<file path="config.mk">
export PLATFORM = sky130hd
export DESIGN_NAME = mem_split_arbiter
export DESIGN_NICKNAME = d
export VERILOG_FILES = /design/src/rtl/mem_split_arbiter_pkg.sv /design/src/rtl/mem_split_arbiter_id_fifo.sv /design/src/rtl/mem_split_arbiter.sv
export SDC_FILE = /design/constraint.sdc
export NUM_CORES = 1
export LEC_CHECK = 0
export BUFFER_PORTS_ARGS = -buffer_cell sky130_fd_sc_hd__buf_4
export CAP_MARGIN = 15
export CORE_AREA = 4 4 120 122
export DETAILED_ROUTE_END_ITERATION = 12
export DIE_AREA = 0 0 124 126
export MAX_ROUTING_LAYER = met4
export PLACE_DENSITY = 0.66
export SYNTH_ARGS = -nofsm -noshare
export SYNTH_HDL_FRONTEND = slang
export SYNTH_SLANG_ARGS = --single-unit
</file>
<file path="constraint.sdc">
create_clock -name clk_i -period 5.95 [get_ports clk_i]
set_input_delay 1.19 -clock clk_i [delete_from_list [all_inputs] [get_ports clk_i]]
set_output_delay 1.19 -clock clk_i [all_outputs]
set_load 0.05 [all_outputs]
</file>
<file path="src/rtl/mem_split_arbiter_pkg.sv">
// Shared types for the split-transaction memory arbiter.
// Host IDs, grant FSM states and the arbitration helper.
package mem_split_arbiter_pkg;

  localparam logic HOST_INSTR = 1'b0;
  localparam logic HOST_DATA  = 1'b1;

  typedef enum logic [1:0] {
    IDLE,
    GRANT_I,
    GRANT_D
  } state_e;

  function automatic state_e arb_pick(
    input logic elig_i,
    input logic elig_d,
    input logic last
  );
    state_e s;
    s = IDLE;
    if (elig_i && elig_d)
      s = (last == HOST_INSTR) ? GRANT_D : GRANT_I;
    else if (elig_i)
      s = GRANT_I;
    else if (elig_d)
      s = GRANT_D;
    return s;
  endfunction

endpackage

</file>
<file path="src/rtl/mem_split_arbiter_id_fifo.sv">
// In-order FIFO of 1-bit host IDs for outstanding reads.
// almost_full lets the arbiter see a push that fills it.
module arb_id_fifo #(
  parameter int RESP_FIFO_POW = 4
) (
  input  logic clk_i,
  input  logic rst_i,
  input  logic push,
  input  logic push_id,
  input  logic pop,
  output logic head_id,
  output logic full,
  output logic empty,
  output logic almost_full
);

  localparam int PW    = RESP_FIFO_POW;
  localparam int CW    = RESP_FIFO_POW + 1;
  localparam int DEPTH = 1 << RESP_FIFO_POW;

  logic [DEPTH-1:0] mem_q, mem_d;
  logic [PW-1:0]    wr_q, wr_d;
  logic [PW-1:0]    rd_q, rd_d;
  logic [CW-1:0]    cnt_q, cnt_d;
  logic             do_push, do_pop;

  assign full        = cnt_q == CW'(DEPTH);
  assign almost_full = cnt_q == CW'(DEPTH - 1);
  assign empty       = cnt_q == '0;
  assign head_id     = mem_q[rd_q];

  always_comb begin
    do_push = push & ~full;
    do_pop  = pop & ~empty;
    mem_d   = mem_q;
    if (do_push)
      mem_d[wr_q] = push_id;
    wr_d  = wr_q + PW'(do_push);
    rd_d  = rd_q + PW'(do_pop);
    cnt_d = cnt_q + CW'(do_push) - CW'(do_pop);
  end

  always_ff @(posedge clk_i or negedge rst_i) begin
    if (!rst_i) begin
      mem_q <= '0;
      wr_q  <= '0;
      rd_q  <= '0;
      cnt_q <= '0;
    end else begin
      mem_q <= mem_d;
      wr_q  <= wr_d;
      rd_q  <= rd_d;
      cnt_q <= cnt_d;
    end
  end

endmodule

</file>
<file path="src/rtl/mem_split_arbiter.sv">
// Round-robin instr/data arbiter onto one split-transaction port.
// Read responses are steered back in order via an ID FIFO.
module mem_split_arbiter
  import mem_split_arbiter_pkg::*;
#(
  parameter int RESP_FIFO_POW = 4
) (
  input  logic        clk_i,
  input  logic        rst_i,
  input  logic        instr_req,
  input  logic        instr_we,
  input  logic [31:0] instr_addr,
  input  logic [31:0] instr_wdata,
  input  logic [3:0]  instr_be,
  output logic        instr_ack,
  output logic        instr_resp,
  output logic [31:0] instr_rdata,
  input  logic        data_req,
  input  logic        data_we,
  input  logic [31:0] data_addr,
  input  logic [31:0] data_wdata,
  input  logic [3:0]  data_be,
  output logic        data_ack,
  output logic        data_resp,
  output logic [31:0] data_rdata,
  output logic        mem_req,
  output logic        mem_we,
  output logic [31:0] mem_addr,
  output logic [31:0] mem_wdata,
  output logic [3:0]  mem_be,
  input  logic        mem_ack,
  input  logic        mem_resp,
  input  logic [31:0] mem_rdata,
  output logic        resp_err
);

  state_e state_q, state_d;
  logic   last_q, last_d;
  logic   err_q, err_d;
  logic   full, empty, afull, head_id;
  logic   push, push_id, pop;
  logic   grant_i, grant_d, accept, rd_block;
  logic   elig_i, elig_d;

  assign grant_i = state_q == GRANT_I;
  assign grant_d = state_q == GRANT_D;

  always_comb begin
    mem_req   = 1'b0;
    mem_we    = 1'b0;
    mem_addr  = '0;
    mem_wdata = '0;
    mem_be    = '0;
    if (grant_i) begin
      mem_req   = instr_req;
      mem_we    = instr_we;
      mem_addr  = instr_addr;
      mem_wdata = instr_wdata;
      mem_be    = instr_be;
    end else if (grant_d) begin
      mem_req   = data_req;
      mem_we    = data_we;
      mem_addr  = data_addr;
      mem_wdata = data_wdata;
      mem_be    = data_be;
    end
  end

  always_comb begin
    accept    = mem_req & mem_ack;
    instr_ack = accept & grant_i;
    data_ack  = accept & grant_d;
    push_id   = grant_d ? HOST_DATA : HOST_INSTR;
    push      = accept & ~mem_we;
    // a read accepted this cycle may fill the FIFO
    rd_block  = full | (push & afull);
    elig_i    = instr_req & ~(~instr_we & rd_block);
    elig_d    = data_req & ~(~data_we & rd_block);
    last_d    = accept ? push_id : last_q;
    if (mem_req && !mem_ack)
      state_d = state_q;
    else
      state_d = arb_pick(elig_i, elig_d, last_d);
  end

  always_comb begin
    pop         = mem_resp & ~empty;
    instr_resp  = pop & (head_id == HOST_INSTR);
    data_resp   = pop & (head_id == HOST_DATA);
    err_d       = err_q | (mem_resp & empty);
    instr_rdata = mem_rdata;
    data_rdata  = mem_rdata;
  end

  assign resp_err = err_q;

  arb_id_fifo #(
    .RESP_FIFO_POW(RESP_FIFO_POW)
  ) u_fifo (
    .clk_i      (clk_i),
    .rst_i      (rst_i),
    .push       (push),
    .push_id    (push_id),
    .pop        (pop),
    .head_id    (head_id),
    .full       (full),
    .empty      (empty),
    .almost_full(afull)
  );

  always_ff @(posedge clk_i or negedge rst_i) begin
    if (!rst_i) begin
      state_q <= IDLE;
      last_q  <= HOST_INSTR;
      err_q   <= 1'b0;
    end else begin
      state_q <= state_d;
      last_q  <= last_d;
      err_q   <= err_d;
    end
  end

endmodule

</file>
* Word-level counts from Yosys, hierarchy flattened
Index checks and enable logic that the tools add are counted.
** Storage, ports and cells
- Output and inout port bits :: 139
- Flip-flop bits (word level) :: 33
- Logic and storage cells :: 69
- Input bits :: 176
** Cells by class
- Order comparisons :: 3
- Equality and inequality tests :: 4
- Reductions and logical operators :: 5
- Muxes and demuxes :: 21
- Bitwise operators :: 25
- Add/subtract/negate cells :: 4
** Operator list (number)
- $mux 32 :: 4
- $bwmux 16 :: 1
- $and 1x1->1 :: 15
- $lt 4x5->1 const B :: 2
- $add 4x1->4 :: 2
- $mux 1 :: 8
- $mux 2 :: 4
- $mux 4 :: 2
- $not 1->1 :: 8
- $add 5x1->5 :: 1
- $eq 5x4->1 const B :: 1
- $eq 5x5->1 const B :: 1
- $logic_not 5->1 :: 1
- $sub 5x1->5 :: 1
- $bmux 1 s4 :: 1
- $demux 1 s4 :: 1
- $ge 4x1->1 const B :: 1
- $logic_and 1x1->1 :: 3
- $eq 2x1->1 const B :: 1
- $eq 2x2->1 const B :: 1
- $or 1x1->1 :: 2
- $logic_not 1->1 :: 1

* Logic depth before layout (Yosys ltp)
- Depth after elaboration :: 13
- Gate-level depth with buffers :: 13

* Hierarchy
From an unflattened synthesis, not the netlist that was laid out.
** Second synthesis, totals
- Cells, all modules :: 301
- Area, all modules :: 2957.8 µm²
** Modules (own cells, without submodules)
- arb_id_fifo :: area an instance 1520.2 µm², cells an instance 121, times used 1
- mem_split_arbiter :: area an instance 1437.6 µm², cells an instance 180, times used 1

* Worst setup path after synthesis
OpenSTA, ideal clock, no wires.
- Kind :: register -> output
- Start :: reg u_fifo.rd_q[0]
- End :: out instr_resp
- Required time :: 4.760 ns
- Setup slack :: 2.492 ns
- Stages on the path, launching flop included :: 5
- Data arrival time :: 2.268 ns
- Path through :: dfrtp_1 clkbuf_1 mux4_2 mux4_2 nor2_1
** Between the ends
- Cells in the longest elaborated chain, start to end :: 4
** RTL lines
- from (decl) :: RTL line mem_split_arbiter_id_fifo.sv:23 : logic [PW-1:0] rd_q, rd_d;
- from (signal assigned) :: RTL line mem_split_arbiter_id_fifo.sv:52 : rd_q <= rd_d;
- $bmux 1 s4 :: RTL line mem_split_arbiter_id_fifo.sv:30 : assign head_id = mem_q[rd_q];
- $mux 1 (implied by the code) :: RTL line mem_split_arbiter_id_fifo.sv:30
- $not 1->1 :: RTL line mem_split_arbiter.sv:88 : instr_resp = pop & (head_id == HOST_INSTR);
- $and 1x1->1 :: RTL line mem_split_arbiter.sv:88
- to (decl) :: RTL line mem_split_arbiter.sv:16 : output logic instr_resp,
No other way between the ends. The select of a mux whose other input is x is not followed.

* Worst setup path in the final report
- Start :: reg state_q[0]
- End :: reg u_fifo.cnt_q[4]
** Between the ends
- Cells in the longest elaborated chain, start to end :: 8
- Elaborated cells on any way between the ends :: 12
- Classes of those cells :: add/sub (2); eq/ne (2); mux (4); bitwise (4)
** RTL lines
- from (decl) :: RTL line mem_split_arbiter.sv:37 : state_e state_q, state_d;
- from (signal assigned) :: RTL line mem_split_arbiter.sv:117 : state_q <= state_d;
- $eq 2x2->1 :: RTL line mem_split_arbiter.sv:46 : assign grant_d = state_q == GRANT_D;
- $mux 1 :: RTL line mem_split_arbiter.sv:60 : end else if (grant_d) begin
- $mux 1 :: RTL line mem_split_arbiter.sv:54 : if (grant_i) begin
- $and 1x1->1 or $not 1->1 (tied branches) :: RTL line mem_split_arbiter.sv:70, mem_split_arbiter.sv:74
- $and 1x1->1 * :: RTL line mem_split_arbiter.sv:74 : push = accept & ~mem_we;
- $and 1x1->1 * :: RTL line mem_split_arbiter_id_fifo.sv:33 : do_push = push & ~full;
- $add 5x1->5 * :: RTL line mem_split_arbiter_id_fifo.sv:40 : cnt_d = cnt_q + CW'(do_push) - CW'(do_pop);
- $sub 5x1->5 * :: RTL line mem_split_arbiter_id_fifo.sv:40
- named net u_fifo.cnt_d[4] :: RTL line mem_split_arbiter_id_fifo.sv:24 : logic [CW-1:0] cnt_q, cnt_d;
- to (signal assigned) :: RTL line mem_split_arbiter_id_fifo.sv:53 : cnt_q <= cnt_d;
- to (decl) :: RTL line mem_split_arbiter_id_fifo.sv:24
The timed path passes the listed nets; every way through them passes the cells marked *.
A chain may end at the register's enable or synchronous reset.

==> metrics.md <==
| Metric | Value |
|---|---|
| Setup Buffers After CTS | 0 |
| Buffers on Ports | 218 |
| Num CTS Buffers | 5 |
| Peak VDD IR | 0.000268 V |
| Final Cycle Share | 59.3% |
| Primary FF master, synth | dfrtp_1 |
| Non-filler instance count after layout | 614 |
| Share of cells above drive strength 1 | 57.4% |
| Synth top area cells | dfrtp_1 28%, a22o_1 21%, buf_4 16% |
| Max Cap Viol | 0 |
| Register Area | 826 sq um |
| GRT overflow | 0 |
| Setup CP Type | flip-flop to flip-flop |
| Die Footprint | 15600 sq um |
| Max-slew headroom | 34.6% |
| Detail Route Antenna Nets | 0 |
| CTS tree | yes |
| Status | finished, final reports clean |
| Syn. warnings | 0 |
| RSZ-0062 raised after global routing | false |
| Htree depth | 2 |
| Min Tclk post-route | 3.53 ns |
| Pre-antenna DRT Iters | 4 |
| EDFF count, synth | 0 |
| Gr usage total | 16.3% |
| Post-cts gate resize count | 0 |
| PD cells | 481 nW/um^2 |
| Root Driver | clkbuf_16 |
| Row cnt | 42 |
| Sinks on Clock Net | 33 |
| DIE WIDTH | 124 microns |
| Avg WL per Cell | 20.5 microns |
| Synth top area share | 28.2% |
| Fill count | 1359 |
| Max Root-Sink Buffers | 2 |
| # DRC | 0 |
| Core Footprint | 13200 sq um |
| Gate Count Post-Synth | 294 |
| Final clock skew | 0.00881 ns |
| Cts hold-fix bufs | 0 |
| Placed Cells | 605 |
| Clk_lat worst skew | 0.28 ns |
| Die Y-Extent | 126 microns |
| First-pass GRT wire length | 18500 microns |
| CP Launch Type | flip-flop |
| Hpwl dp | 10900 microns |
| Worst min-delay path class | flip-flop to flip-flop |
| Vias | 2872 |
| Final hold vios | 0 |
| Drt via density | 4.68 |
| Initial antenna violation count | 1 |
| Yosys reg bits | 33 |
| Largest net degree at the start of global routing | 88 |
| Register area share after synthesis | 28.2% |
| Fmax | 283 MHz |
| Slew Limit Fails | 0 |
| Post-Syn Nets | 480 |
| Placer Congestion | 0.806 |
| Synth Area per Inst | 9.96 sq um |
| Setup violations, final | 0 |
| Worst-margin pin slew | 0.981 ns |
| Footprint of the multi-input gates | 1510 sq um |
| Crit path required time | 6.11 ns |
| Iter 0 DRT Violations | 127 |
| Vias in the first global route | 3036 |
| Worst path arrival time | 3.69 ns |
| Setup_tns | 0 ns |
| Cell accounting for the most synthesized area | dfrtp_1 |
| Yosys cell types | 39 |
| Leakage | 0.00226 uW |
| Final nets | 622 |
| Synthesis-to-finish area growth | 50.6% |
| CTS clk-pin slew, worst paths | 0.05 ns |
| Crit end category | flip-flop |
| IO Pins | 315 |
| Initial core utilization | 22.2% |
| Design Power | 2120 uW |
| Drt total wl | 12600 microns |
| Netlist Area Pre-Place | 2930 sq um |
| CP max FO | 87 |
| Synth async-reset ratio | 100% |
cells by family after synthesis:
kind of cell / Yosys count / synth area share, %
muxes: 21 / 10.0
and+or+nand+nor: 44 / 9.91
buffers and inverters: 94 / 20.6
AOI/OAI and AO/OA: 83 / 24.1
adders and majority gates: 10 / 4.53
DFF: 33 / 28.2
xor gates and xnor gates: 9 / 2.69
metrics by stage:
stage / worst slack [ns] / hold slack [ns] / cell area [sq um] / util, %
floorplan: 2.49 / 0.452 / 2930 / -
global placement: 2.44 / 0.454 / 4240 / 32.1
detailed placement: 2.37 / 0.454 / 4240 / 32.1
CTS: 2.38 / 0.466 / 4410 / 33.4
global route: 2.14 / 0.509 / 4410 / 33.4
finish: 2.42 / 0.457 / 4410 / 33.4
synthesized netlist by cell type, types with 3 or more instances:
| cell | number |
|---|---|
| o21ai_0 | 3 |
| mux2_1 | 9 |
| xnor2_1 | 5 |
| nor2_1 | 6 |
| inv_1 | 10 |
| a22o_1 | 69 |
| buf_4 | 64 |
| nor4_1 | 4 |
| dfrtp_1 | 33 |
| ha_1 | 9 |
| clkbuf_1 | 16 |
| mux4_2 | 5 |
| nor3_1 | 3 |
| xor2_1 | 4 |
| nand2_1 | 4 |
| nor3_2 | 9 |
| nand2b_1 | 6 |
| mux2_2 | 7 |
critical path: stages (launching register included):
cell	delay, ns
dfrtp_1	0.39
and2b_4	0.88
a22oi_1	0.30
or4b_1	0.89
inv_1	0.18
ha_1	0.20
fa_1	0.22
a21oi_1	0.08
nor2_1	0.08
nor2_1	0.06
xnor2_1	0.12
sequential cells by signal (all words and copies together), names as in the netlist:
name          flops
u_fifo.mem_q     16
last_q            1
u_fifo.rd_q       4
u_fifo.cnt_q      5
u_fifo.wr_q       4
state_q           2
resp_err          1
area by class of cell:
class / instances / share of cell area (%)
diodes: 1 / 0.0567
clock buffers: 7 / 3.23
clock inverters: 1 / 0.681
inverters: 10 / 0.851
multi-input cells: 167 / 34.2
flip-flops and latches: 33 / 18.7
well taps: 176 / 4.99
repair buffers: 219 / 37.3
cell usage in the layout, fill, tap and decap left out, types with 5 or more instances in the layout:
cell / n
a22o_1: 69
buf_4: 219
clkbuf_16: 5
dfrtp_1: 33
ha_1: 9
inv_1: 10
mux2_1: 9
mux2_2: 7
mux4_2: 5
nand2b_1: 6
nor2_1: 6
nor3_2: 9
xnor2_1: 5
power breakdown:
part / switching (uW) / leakage, uW / internal [uW] / total, uW
Combinational: 942 / 0.00175 / 498 / 1440
Sequential: 83.9 / 0.000424 / 301 / 385
Clock: 87.5 / 0.0000841 / 209 / 296
path summary, 6_finish.rpt:
path,startpoint,to,slack [ns],cells after the start
max reg2reg,state_q[0],u_fifo.cnt_q[4],2.42,10
min in group asynchronous,rst_i,u_fifo.mem_q[0],0.86,1
max in group asynchronous,rst_i,u_fifo.mem_q[9],4.78,1
min,resp_err,resp_err,0.46,1
max,state_q[0],u_fifo.cnt_q[4],2.42,10
min reg2reg,resp_err,resp_err,0.46,1
per-layer routing:
layer / up-vias / global-route usage, % / share of wire, %
li1: 1315 / - / -
met1: 1389 / 16.6 / 33
met2: 153 / 28.4 / 54
met3: 15 / 6.77 / 11
met4: 0 / 4.51 / 1.5
met5: - / - / 0
Power figures use the tool's default switching activity.
